`config.mk`:
```
export PLATFORM = sky130hd
export DESIGN_NAME = mem_seq
export DESIGN_NICKNAME = d
export VERILOG_FILES = /design/src/rtl/mem_seq.sv
export SDC_FILE = /design/constraint.sdc
export NUM_CORES = 1
export LEC_CHECK = 0
export CAP_MARGIN = 10
export CELL_PAD_IN_SITES_DETAIL_PLACEMENT = 0
export CELL_PAD_IN_SITES_GLOBAL_PLACEMENT = 1
export CORE_MARGIN = 2
export CORE_UTILIZATION = 33
export CTS_CLUSTER_SIZE = 16
export DETAILED_ROUTE_END_ITERATION = 10
export PLACE_DENSITY = 0.88
export SYNTH_ARGS = -nofsm -noshare
export SYNTH_HDL_FRONTEND = slang
export SYNTH_SLANG_ARGS = --single-unit
```
`constraint.sdc`:
```
create_clock -name clk -period 2.8 [get_ports clk]
set_input_delay 0.42 -clock clk [delete_from_list [all_inputs] [get_ports clk]]
set_output_delay 0.42 -clock clk [all_outputs]
set_load 0.01 [all_outputs]
```
`src/rtl/mem_seq.sv`:
```
`default_nettype none
// +----------------------------------------------------------------------------+
// | mem_seq : Neander memory-access sequencer (fetch/execute arbitration,      |
// |           REM/RDM load control, fixed-latency reads).                      |
// | Optional: MEMSEQ_FIXPRIO_EN selects fixed priority (X over F).             |
// | Revision: 1.0                                                              |
// +----------------------------------------------------------------------------+
module mem_seq #(
  parameter int AW      = 8,
  parameter int DW      = 16,
  parameter int MEM_LAT = 2
) (
  input  logic          clk,
  input  logic          rst,
  input  logic          req_f,
  input  logic [AW-1:0] addr_f,
  input  logic          req_x,
  input  logic [AW-1:0] addr_x,
  input  logic          we_x,
  input  logic [DW-1:0] wdata_x,
  output logic          gnt_f,
  output logic          gnt_x,
  output logic          done_f,
  output logic          done_x,
  output logic          rem_load,
  output logic [AW-1:0] rem_d,
  output logic          rdm_load,
  output logic [DW-1:0] rdm_d,
  input  logic [DW-1:0] mem_rdata,
  output logic          mem_re,
  output logic          mem_we,
  output logic          busy
);

  typedef enum logic [2:0] {
    S_IDLE    = 3'd0,
    S_ADDR    = 3'd1,
    S_RD_WAIT = 3'd2,
    S_CAPT    = 3'd3,
    S_WR_DATA = 3'd4,
    S_WR_STB  = 3'd5,
    S_DONE    = 3'd6
  } state_t;

  localparam logic [3:0] c_wait_init = 4'(MEM_LAT - 1);

  state_t          r_state;
  logic [3:0]      r_cnt;
  logic            r_own_x;
  logic            r_we;
  logic [AW-1:0]   r_addr;
  logic [DW-1:0]   r_wdata;
  logic            r_rdm_from_mem;
  logic            w_win_x;

`ifdef MEMSEQ_FIXPRIO_EN
  assign w_win_x = req_x;
`else
  logic r_last_x;
  // On a tie the requester that was not granted last wins.
  assign w_win_x = req_x & (~req_f | ~r_last_x);
`endif

  always_ff @(posedge clk) begin
    if (!rst) begin
      r_state        <= S_IDLE;
      r_cnt          <= 4'd0;
      r_own_x        <= 1'b0;
      r_we           <= 1'b0;
      r_addr         <= '0;
      r_wdata        <= '0;
      r_rdm_from_mem <= 1'b0;
      gnt_f          <= 1'b0;
      gnt_x          <= 1'b0;
      done_f         <= 1'b0;
      done_x         <= 1'b0;
      rem_load       <= 1'b0;
      rdm_load       <= 1'b0;
      mem_re         <= 1'b0;
      mem_we         <= 1'b0;
`ifndef MEMSEQ_FIXPRIO_EN
      r_last_x       <= 1'b1;
`endif
    end else begin
      gnt_f    <= 1'b0;
      gnt_x    <= 1'b0;
      done_f   <= 1'b0;
      done_x   <= 1'b0;
      rem_load <= 1'b0;
      rdm_load <= 1'b0;
      mem_re   <= 1'b0;
      mem_we   <= 1'b0;
      // Outputs are registered alongside the state they belong to.
      case (r_state)
        S_IDLE: begin
          if (req_f || req_x) begin
            r_state  <= S_ADDR;
            r_own_x  <= w_win_x;
            r_addr   <= w_win_x ? addr_x : addr_f;
            r_we     <= w_win_x & we_x;
            r_wdata  <= wdata_x;
            gnt_x    <= w_win_x;
            gnt_f    <= ~w_win_x;
            rem_load <= 1'b1;
`ifndef MEMSEQ_FIXPRIO_EN
            r_last_x <= w_win_x;
`endif
          end
        end
        S_ADDR: begin
          if (r_we) begin
            r_state        <= S_WR_DATA;
            rdm_load       <= 1'b1;
            r_rdm_from_mem <= 1'b0;
          end else begin
            r_state <= S_RD_WAIT;
            r_cnt   <= c_wait_init;
            mem_re  <= 1'b1;
          end
        end
        S_RD_WAIT: begin
          mem_re <= 1'b1;
          if (r_cnt == 4'd0) begin
            r_state        <= S_CAPT;
            rdm_load       <= 1'b1;
            r_rdm_from_mem <= 1'b1;
          end else begin
            r_cnt <= r_cnt - 4'd1;
          end
        end
        S_CAPT: begin
          r_state <= S_DONE;
          done_f  <= ~r_own_x;
          done_x  <= r_own_x;
        end
        S_WR_DATA: begin
          r_state <= S_WR_STB;
          mem_we  <= 1'b1;
        end
        S_WR_STB: begin
          r_state <= S_DONE;
          done_f  <= ~r_own_x;
          done_x  <= r_own_x;
        end
        S_DONE: begin
          r_state <= S_IDLE;
        end
        default: begin
          r_state <= S_IDLE;
        end
      endcase
    end
  end

  // Data buses are gated so every output is zero outside its load cycle.
  assign rem_d = rem_load ? r_addr : '0;
  assign rdm_d = !rdm_load ? '0 : (r_rdm_from_mem ? mem_rdata : r_wdata);
  assign busy  = (r_state != S_IDLE);

endmodule
`default_nettype wire

```
==> results of run 1 <==
power by group through the flow:
stage / clock [µW] / sequential (µW) / combinational, µW
after floorplan: 0 / 737 / 281
after global placement: 0 / 762 / 413
after detailed placement: 0 / 765 / 422
after CTS: 502 / 750 / 423
after global routing: 524 / 763 / 461
final: 489 / 750 / 417
logic make-up after synthesis:
logic type      synth area share (%)
buf+inv                         7.50
simple gates                    25.9
compound gates                  10.2
xor+xnor                       0.407
mux                             14.9
flops                           40.0
fa+ha+maj                       1.16
through the flow:
stage | hold WS (ps) | util [%] | instance area (µm²) | setup slack (ps) | cells
finish | 448 | 49.7 | 3140 | 492 | 405
global route | 479 | 49.7 | 3140 | 345 | 405
CTS | 447 | 49.7 | 3140 | 445 | 405
detailed placement | 432 | 47.9 | 3020 | 759 | 397
global placement | 427 | 47.9 | 3020 | 773 | 397
floorplan | 407 | - | 2150 | 1240 | 249
cell usage after synthesis (3+ instances only):
library cell and count:
inv_1 19, nand3_1 4, nand2_1 49, a21oi_1 5, o21ai_0 6, nor2b_1 17, nand4b_1 3, buf_6 3
a222oi_1 7, nand2b_1 5, and2_1 10, clkbuf_1 10, nor2_1 7, mux2i_1 32, buf_2 3, dfxtp_1 43
cells in the final DEF (no fill, tap or decap), types with 2 or more instances in the layout:
cell	instances
clkdlybuf4s50_1	84
nand2_1	49
dfxtp_1	43
mux2i_1	32
inv_1	19
nor2b_1	17
and2_1	10
nor2_1	7
a222oi_1	7
o21ai_0	6
nand2b_1	5
a21oi_1	5
clkbuf_8	5
nand3_1	4
nand4b_1	3
o221a_2	2
o31ai_1	2
ha_1	2
buf_4	2
flip-flops by register name, summed over array words and instances, names as in the netlist:
register / flops
r_cnt: 4
r_state: 3
r_rdm_from_mem: 1
rem_load: 1
mem_we: 1
mem_re: 1
r_we: 1
r_addr: 8
rdm_load: 1
r_own_x: 1
r_last_x: 1
done_f: 1
gnt_f: 1
r_wdata: 16
gnt_x: 1
done_x: 1
layout make-up:
class	count	share of cell area, %
multi-input combinational	170	36.1
sequential	43	27.4
timing repair buffer	87	27.4
tap	77	3.07
inverter	20	2.39
clock buffer	5	2.19
clock inverter	3	1.40
worst paths after layout:
path	startpoint	end	slack, ps	cells after the start
max	r_rdm_from_mem$_SDFFE_PN0P_	rdm_d[8]	490	4
min reg2reg	r_own_x$_SDFFE_PN0P_	done_f$_SDFF_PN0_	450	1
max reg2reg	r_cnt[0]$_SDFFE_PN0P_	r_state[0]$_SDFFE_PN0P_	1060	5
min	r_own_x$_SDFFE_PN0P_	done_f$_SDFF_PN0_	450	1
metal layers:
layer	global-route usage, %	vias up	part of all wire (%)
met2	23.8	65	46
met4	5.19	0	1.6
met1	18.4	888	46
li1	-	992	-
met3	3.64	6	6.5
met5	0	-	0
==> impl_results.md, run 1 <==
* Ys Warns at 0
* Clock transition at path regs at 90 ps
* Part of the power in the clock network at 29.5%
* Fraction of registers with async set/reset at 0%
* Combinational share of power at 25.2%
* RSZ-0062 raised after global routing: no
* Crit Path Class: register to primary output
* Total grt overflow at 0
* Clk_skew at 7.34 ps
* Post-synth net total at 304
* WP buf/inv at 2
* Top FF cell, synth: dfxtp_1
* Sequential power share at 45.3%
* Clock buffer depth at 2
* Syn Inst Count at 249
* Switching power at 465 µW
* I/O Pins at 86
* Die footprint at 0.00719 mm²
* CTS resizes at 0
* DRT Wirelength at 5.02 mm
* Sequential area share after synthesis at 40.0%
* Hold crit path type: register to register
* Die width at 84.8 µm
* Area contributors post-synth: dfxtp_1 40%, mux2i_1 15%, nand2_1 8.5%
* WL per Instance at 12.4 µm
* First-pass GRT wire length at 8.40 mm
* Status: complete, no violations
* DP Wirelength at 3.71 mm
* Tmin final at 2310 ps
* Number of enable flip-flop cells after synthesis at 0
* Clock sinks at 43
* Mean Syn Cell Area at 8.65 µm²
* Final antenna diode count at 0
* Req. time, crit path at 2380 ps
* P&R area growth vs syn at 45.7%
* Row count at 29
* Num CTS Buffers at 5
* Cell family with most CP delay: buffers and inverters
* CP max stage delay at 540 ps
* Crit path launch type: register
* # H-tree levels at 2
* # setup viols final at 0
* Via count at 1951
* Cts hold-fix bufs at 0
* Initial Util at 34.1%
* CTS tree: yes
* Drt via density at 4.82
* Drt drc at 0
* Critical path's slowest cell: dfxtp_1
* Total power at 1660 µW
* Initial antenna violation count at 0
* Period Utilization, post-route at 82.4%
* TNS Setup at 0 ps
* Worst Tran Pin Value at 655 ps
* Yosys cell types at 39
* Storage cell area at 861 µm²
* Cell accounting for the most synthesized area: dfxtp_1
* Max Cap Viol at 0
* Final hold vios at 0
* Largest net degree at the start of global routing at 36
* CTS root buffer: clkbuf_8
* Seq cells post-synth at 43
* Power per cell area at 528 mW/mm²
* I/O Buffers at 85
* Global placement routability congestion at 0.713
* Filler instances at 632
* Area of the multi-input gates at 0.00113 mm²
* GRT Util Overall at 14.4%
* Nets@finish at 382
* Initial drt markers at 76
* Core ar. at 0.00631 mm²
* FMAX at 0.433 GHz
* P_int at 1190 µW
* Crit. End Element: primary output
* Crit path cell chain: buf_4 -> mux2i_1 -> nor2b_1 -> clkdlybuf4s50_1
* Lkg Pwr at 0.00123 µW
* Post-CTS Setup Inserts at 0
* Die Ht at 84.8 µm
* Synth top area share at 40.0%
* Number of global-route vias before repair at 1809
* Fraction of layout cells with a size suffix above 1 at 6.10%
* Slew Viols, Final at 0
* Worst-skew pair later-pin latency at 300 ps
* Switch share at 28.1%
* VDD IR max at 280 µV
* Antenna-violating nets left at 0
* Critical Path AT at 1890 ps
* Crit-path max FO at 11
* Slew headroom at 56.2%
* Synthesized area at 0.00215 mm²
* Drt pass-1 iters at 8
Power figures use the tool's default switching activity.
==> inputs of run 2 (changes only) <==
CORE_UTILIZATION = 28   (was 33)
PLACE_DENSITY = 0.8   (was 0.88)
clock period = 1.92 ns   (was 2.8 ns; I/O delays follow)
==> impl_results.md, run 2 (synthesized netlist as in run 1, its figures left out) <==
* Status: complete, no violations
* Met2 WL at 2.57 mm
* Crit path cell chain: clkbuf_16 -> mux2i_1 -> nor2b_1 -> clkdlybuf4s50_1
* Drt via density at 4.53
* Fraction of layout cells with a size suffix above 1 at 8.93%
* Die footprint at 0.00841 mm²
* Crit Path Class: register to primary output
* Initial drt markers at 85
* Initial antenna violation count at 0
* VDD IR max at 443 µV
* Crit path launch type: register
* Max Cap Viol at 0
* Slew Viols, Final at 0
* Commonest non-fill, non-tap cells in the layout: 75 x clkdlybuf4s50_1, 49 x nand2_1, 41 x dfxtp_1
* Drt drc at 0
* Number of global-route vias before repair at 1941
* GRT Util Overall at 12.6%
* Period Utilization, post-route at 97.5%
* Min-delay src: rst
* Core ar. at 0.00733 mm²
* CTS tree: yes
* Met1 wire length at 2.47 mm
* Filler instances at 710
* Via count at 1969
* Clock transition at path regs at 80 ps
* Worst R2R Path Depth at 5
* P&R area growth vs syn at 52.0%
* Top sig layer: met4
* I/O Buffers at 85
* Lkg Pwr at 0.00144 µW
* Placement Setup Slack at 50.9 ps
* Hold-critical path endpoint: r_addr[7]$_SDFFE_PN0P_
* FMAX at 0.534 GHz
* Crit-path max FO at 8
* Final hold vios at 0
* Max reg flops at 16
* Global placement routability congestion at 0.738
* Crit. End Element: primary output
* Req. time, crit path at 1630 ps
* Slew headroom at 57.4%
* DRT Wirelength at 5.43 mm
* Cell family with most CP delay: buffers and inverters
* Critical path's slowest cell: clkdlybuf4s50_1
* Wire length on met3 at 354 µm
* First-pass GRT wire length at 8.78 mm
* Largest net degree at the start of global routing at 37
* Antenna-violating nets left at 0
* # H-tree levels at 2
* RR Endpoint: r_state[0]$_SDFFE_PN0P_
* Final instance area at 0.00327 mm²
* CP max stage delay at 530 ps
* Worst R2R Setup Slack at 190 ps
* WP buf/inv at 2
* DP Wirelength at 3.87 mm
* I/O Pins at 86
* Worst Tran Pin Value at 637 ps
* WL per Instance at 12.5 µm
* Setup ws final at 48.0 ps
* Die width at 91.7 µm
* Nets@finish at 390
* Power per cell area at 727 mW/mm²
* Most common cell after layout, fill and taps aside: clkdlybuf4s50_1
* Critical Path AT at 1580 ps
* Worst-skew pair later-pin latency at 290 ps
* Worst hold slack at 431 ps
* Row count at 31
* Biggest register: r_wdata
* Biggest regs: r_wdata (16), r_addr (8), r_cnt (4)
* WHS Path Cells at 4
* Cts hold-fix bufs at 0
* Total grt overflow at 0
* Hold crit path type: input pin to register
* Clock buffer depth at 2
* # setup viols final at 0
* Final antenna diode count at 0
* Tmin final at 1870 ps
* Cell Area, Placed at 0.00311 mm²
* Clock sinks at 43
* Clk_skew at 9.00 ps
* Drt pass-1 iters at 4
* Die Ht at 91.7 µm
* CTS root buffer: clkbuf_8
* Num CTS Buffers at 5
* Initial Util at 29.4%
* FF-to-FF Start: r_cnt[0]$_SDFFE_PN0P_
* Total power at 2380 µW
run 2: worst max path at each step:
stage / cells after the start / start / endpoint
after floorplan: 5 / r_cnt[0]$_SDFFE_PN0P_ / r_state[0]$_SDFFE_PN0P_
after global placement: 4 / req_f / r_we$_SDFFE_PN0P_
after detailed placement: 4 / req_f / r_wdata[9]$_SDFFE_PN0P_
after CTS: 4 / r_rdm_from_mem$_SDFFE_PN0P_ / rdm_d[15]
after global routing: 4 / r_rdm_from_mem$_SDFFE_PN0P_ / rdm_d[6]
final: 4 / r_rdm_from_mem$_SDFFE_PN0P_ / rdm_d[6]
run 2: per-stage QoR:
| stage | TNS (ps) | instances | utilization, % |
|---|---|---|---|
| finish | 0 | 435 | 44.6 |
| detailed placement | 0 | 425 | 42.4 |
| floorplan | 0 | 249 | - |
| global placement | 0 | 425 | 42.4 |
| CTS | 0 | 433 | 43.8 |
| global route | -0.941 | 435 | 44.6 |
run 2: power by group:
| part | internal, µW | switching (µW) |
|---|---|---|
| Combinational | 385 | 294 |
| Clock | 327 | 299 |
| Sequential | 1000 | 71.9 |
| Total | 1720 | 665 |
run 2: what timing repair did:
item	4_1_cts	5_1_grt
endpoints found under the setup margin	0	17
buffers inserted	0	1
gates resized for setup	0	12
run 2: layout make-up:
cell class                      instances  area (µm²)  share of cell area, %
Inverter                               20        75.1                   2.29
Clock inverter                          1        7.51                  0.229
Timing Repair Buffer                   95         973                   29.7
Sequential cell                        43         866                   26.5
Tap cell                               99         124                   3.78
Multi-Input combinational cell        170        1130                   34.6
Clock buffer                            7        96.3                   2.94
run 2: tightest hold or removal path, delay by kind of cell:
kind            cells  cell delay, ps
buf+inv             1             110
compound gates      3             280
run 2: routing by layer:
layer / global-route usage [%] / up-vias
li1: - / 1003
met1: 15.7 / 899
met2: 21.4 / 65
met3: 3.29 / 2
met4: 3.61 / 0
met5: 0 / -
==> inputs of run 3 (changes only) <==
--- a/config.mk
+++ b/config.mk
@@ -13,5 +13,5 @@
 export CTS_CLUSTER_SIZE = 16
 export DETAILED_ROUTE_END_ITERATION = 10
-export PLACE_DENSITY = 0.8
+export PLACE_DENSITY_LB_ADDON = 0.15
 export SYNTH_ARGS = -nofsm -noshare
 export SYNTH_HDL_FRONTEND = slang
==> constraint.sdc (replaced) <==
create_clock -name clk -period 1.92 [get_ports clk]
set_input_delay 0.288 -clock clk [delete_from_list [all_inputs] [get_ports clk]]
set_output_delay 0.288 -clock clk [all_outputs]
set_load 0.005 [all_outputs]
==> impl_results.md, run 3 (synthesized netlist as in run 1, its figures left out) <==
* Num CTS Buffers at 5
* Power per cell area at 742 mW/mm²
* FMAX at 0.543 GHz
* Via count at 1931
* Crit path launch type: register
* Row count at 31
* Worst-skew pair later-pin latency at 300 ps
* Final antenna diode count at 0
* Drt pass-1 iters at 4
* Crit-path max FO at 8
* Die footprint at 0.00841 mm²
* Die Ht at 91.7 µm
* Initial drt markers at 41
* WL per Instance at 12.6 µm
* Drt via density at 4.45
* Global placement routability congestion at 0.761
* CTS root buffer: clkbuf_8
* Area of the multi-input gates at 0.00113 mm²
* I/O Buffers at 85
* Max reg flops at 16
* Worst Tran Pin Value at 637 ps
* Commonest non-fill, non-tap cells in the layout: 79 x clkdlybuf4s50_1, 49 x nand2_1, 39 x dfxtp_1
* CTS tree: yes
* Final hold vios at 0
* Antenna-violating nets left at 0
* Clock buffer depth at 2
* Sequential power share at 45.0%
* Hold crit path type: input pin to register
* Critical path destination: rdm_d[3]
* Max Cap Viol at 0
* Critical Path AT at 1550 ps
* Worst hold slack at 351 ps
* Worst R2R Path Depth at 5
* Drt drc at 0
* Largest net degree at the start of global routing at 23
* Crit Path Class: register to primary output
* Crit. End Element: primary output
* Switching power at 654 µW
* Number of global-route vias before repair at 1856
* Period Utilization, post-route at 95.9%
* GRT Util Overall at 12.8%
* Cts hold-fix bufs at 0
* Nets@finish at 390
* Fraction of layout cells with a size suffix above 1 at 8.96%
* # setup viols final at 0
* Combinational share of power at 26.8%
* P&R area growth vs syn at 51.7%
* TNS Setup at 0 ps
* P_int at 1770 µW
* DRT Wirelength at 5.46 mm
* Tmin final at 1840 ps
* Slew headroom at 57.4%
* Total power at 2420 µW
* VDD IR max at 297 µV
* Clk_skew at 8.98 ps
* Biggest register: r_wdata
* RSZ-0062 raised after global routing: no
* Status: complete, no violations
* Storage cell area at 868 µm²
* Biggest regs: r_wdata (16), r_addr (8), r_cnt (4)
* Total grt overflow at 0
* Req. time, crit path at 1630 ps
* Clock sinks at 43
* Initial Util at 29.4%
* Most common cell after layout, fill and taps aside: clkdlybuf4s50_1
* Initial antenna violation count at 0
* Setup ws final at 78.7 ps
* Die width at 91.7 µm
* Lkg Pwr at 0.00136 µW
* I/O Pins at 86
* Filler instances at 725
* # H-tree levels at 2
* Worst R2R Setup Slack at 190 ps
* DP Wirelength at 3.92 mm
* Core ar. at 0.00733 mm²
* Crit path launch: r_rdm_from_mem$_SDFFE_PN0P_
* First-pass GRT wire length at 8.78 mm
* RR Endpoint: r_state[0]$_SDFFE_PN0P_
* FF-to-FF Start: r_cnt[0]$_SDFFE_PN0P_
* Switch share at 27.0%
* Placement Setup Slack at 36.1 ps
* Part of the power in the clock network at 28.2%
* Clock transition at path regs at 80 ps
* Slew Viols, Final at 0
[run 3: area by class of cell]
class,count,share of cell area [%]
clock buffer,6,2.22
clock inverter,1,0.920
inverter,20,2.30
multi-input combinational,170,34.7
sequential,43,26.6
tap,99,3.79
timing repair buffer,95,29.5
[run 3: worst min path at each step]
stage	start	end	slack [ps]	cells after the start
5_1_grt	rst	r_own_x$_SDFFE_PN0P_	350	2
3_3_place_gp	r_own_x$_SDFFE_PN0P_	done_x$_SDFF_PN0_	440	2
6_report	rst	r_own_x$_SDFFE_PN0P_	350	2
4_1_cts	rst	r_own_x$_SDFFE_PN0P_	350	2
3_5_place_dp	r_own_x$_SDFFE_PN0P_	done_x$_SDFF_PN0_	440	2
2_1_floorplan	req_x	gnt_f$_SDFF_PN0_	380	1
[run 3: through the flow]
step | cell area (µm²) | utilization [%] | std cells
3_5_place_dp | 3110 | 42.4 | 425
3_3_place_gp | 3110 | 42.4 | 425
4_1_cts | 3220 | 43.9 | 432
6_report | 3270 | 44.5 | 434
2_1_floorplan | 2150 | - | 249
5_1_grt | 3270 | 44.5 | 434
[run 3: worst max-delay path: stages (launching register included)]
cell,delay [ps]
dfxtp_4,370
clkbuf_16,170
mux2i_1,120
nor2b_1,100
clkdlybuf4s50_1,500
[run 3: timing repair]
item | CTS | global route
hold endpoints to repair | 0 | 0
setup endpoints to repair | 17 | 18
gates resized for setup | 3 | 8
pin swaps | 0 | 1
buffers inserted | 0 | 1
gates cloned | 0 | 1
[run 3: power by group through the flow]
stage	clock [µW]	combinational [µW]	sequential, µW
6_report	684	649	1090
5_1_grt	748	721	1110
4_1_cts	715	639	1090
3_5_place_dp	0	637	1110
3_3_place_gp	0	629	1110
2_1_floorplan	0	400	1070
[run 3: layer usage]
layer / share of wire, % / vias up / global-route usage, %
met5: 0 / - / 0
met4: 0.88 / 0 / 3.73
met3: 7.1 / 5 / 3.78
met2: 44 / 66 / 19.9
met1: 48 / 854 / 17.2
li1: - / 1006 / -
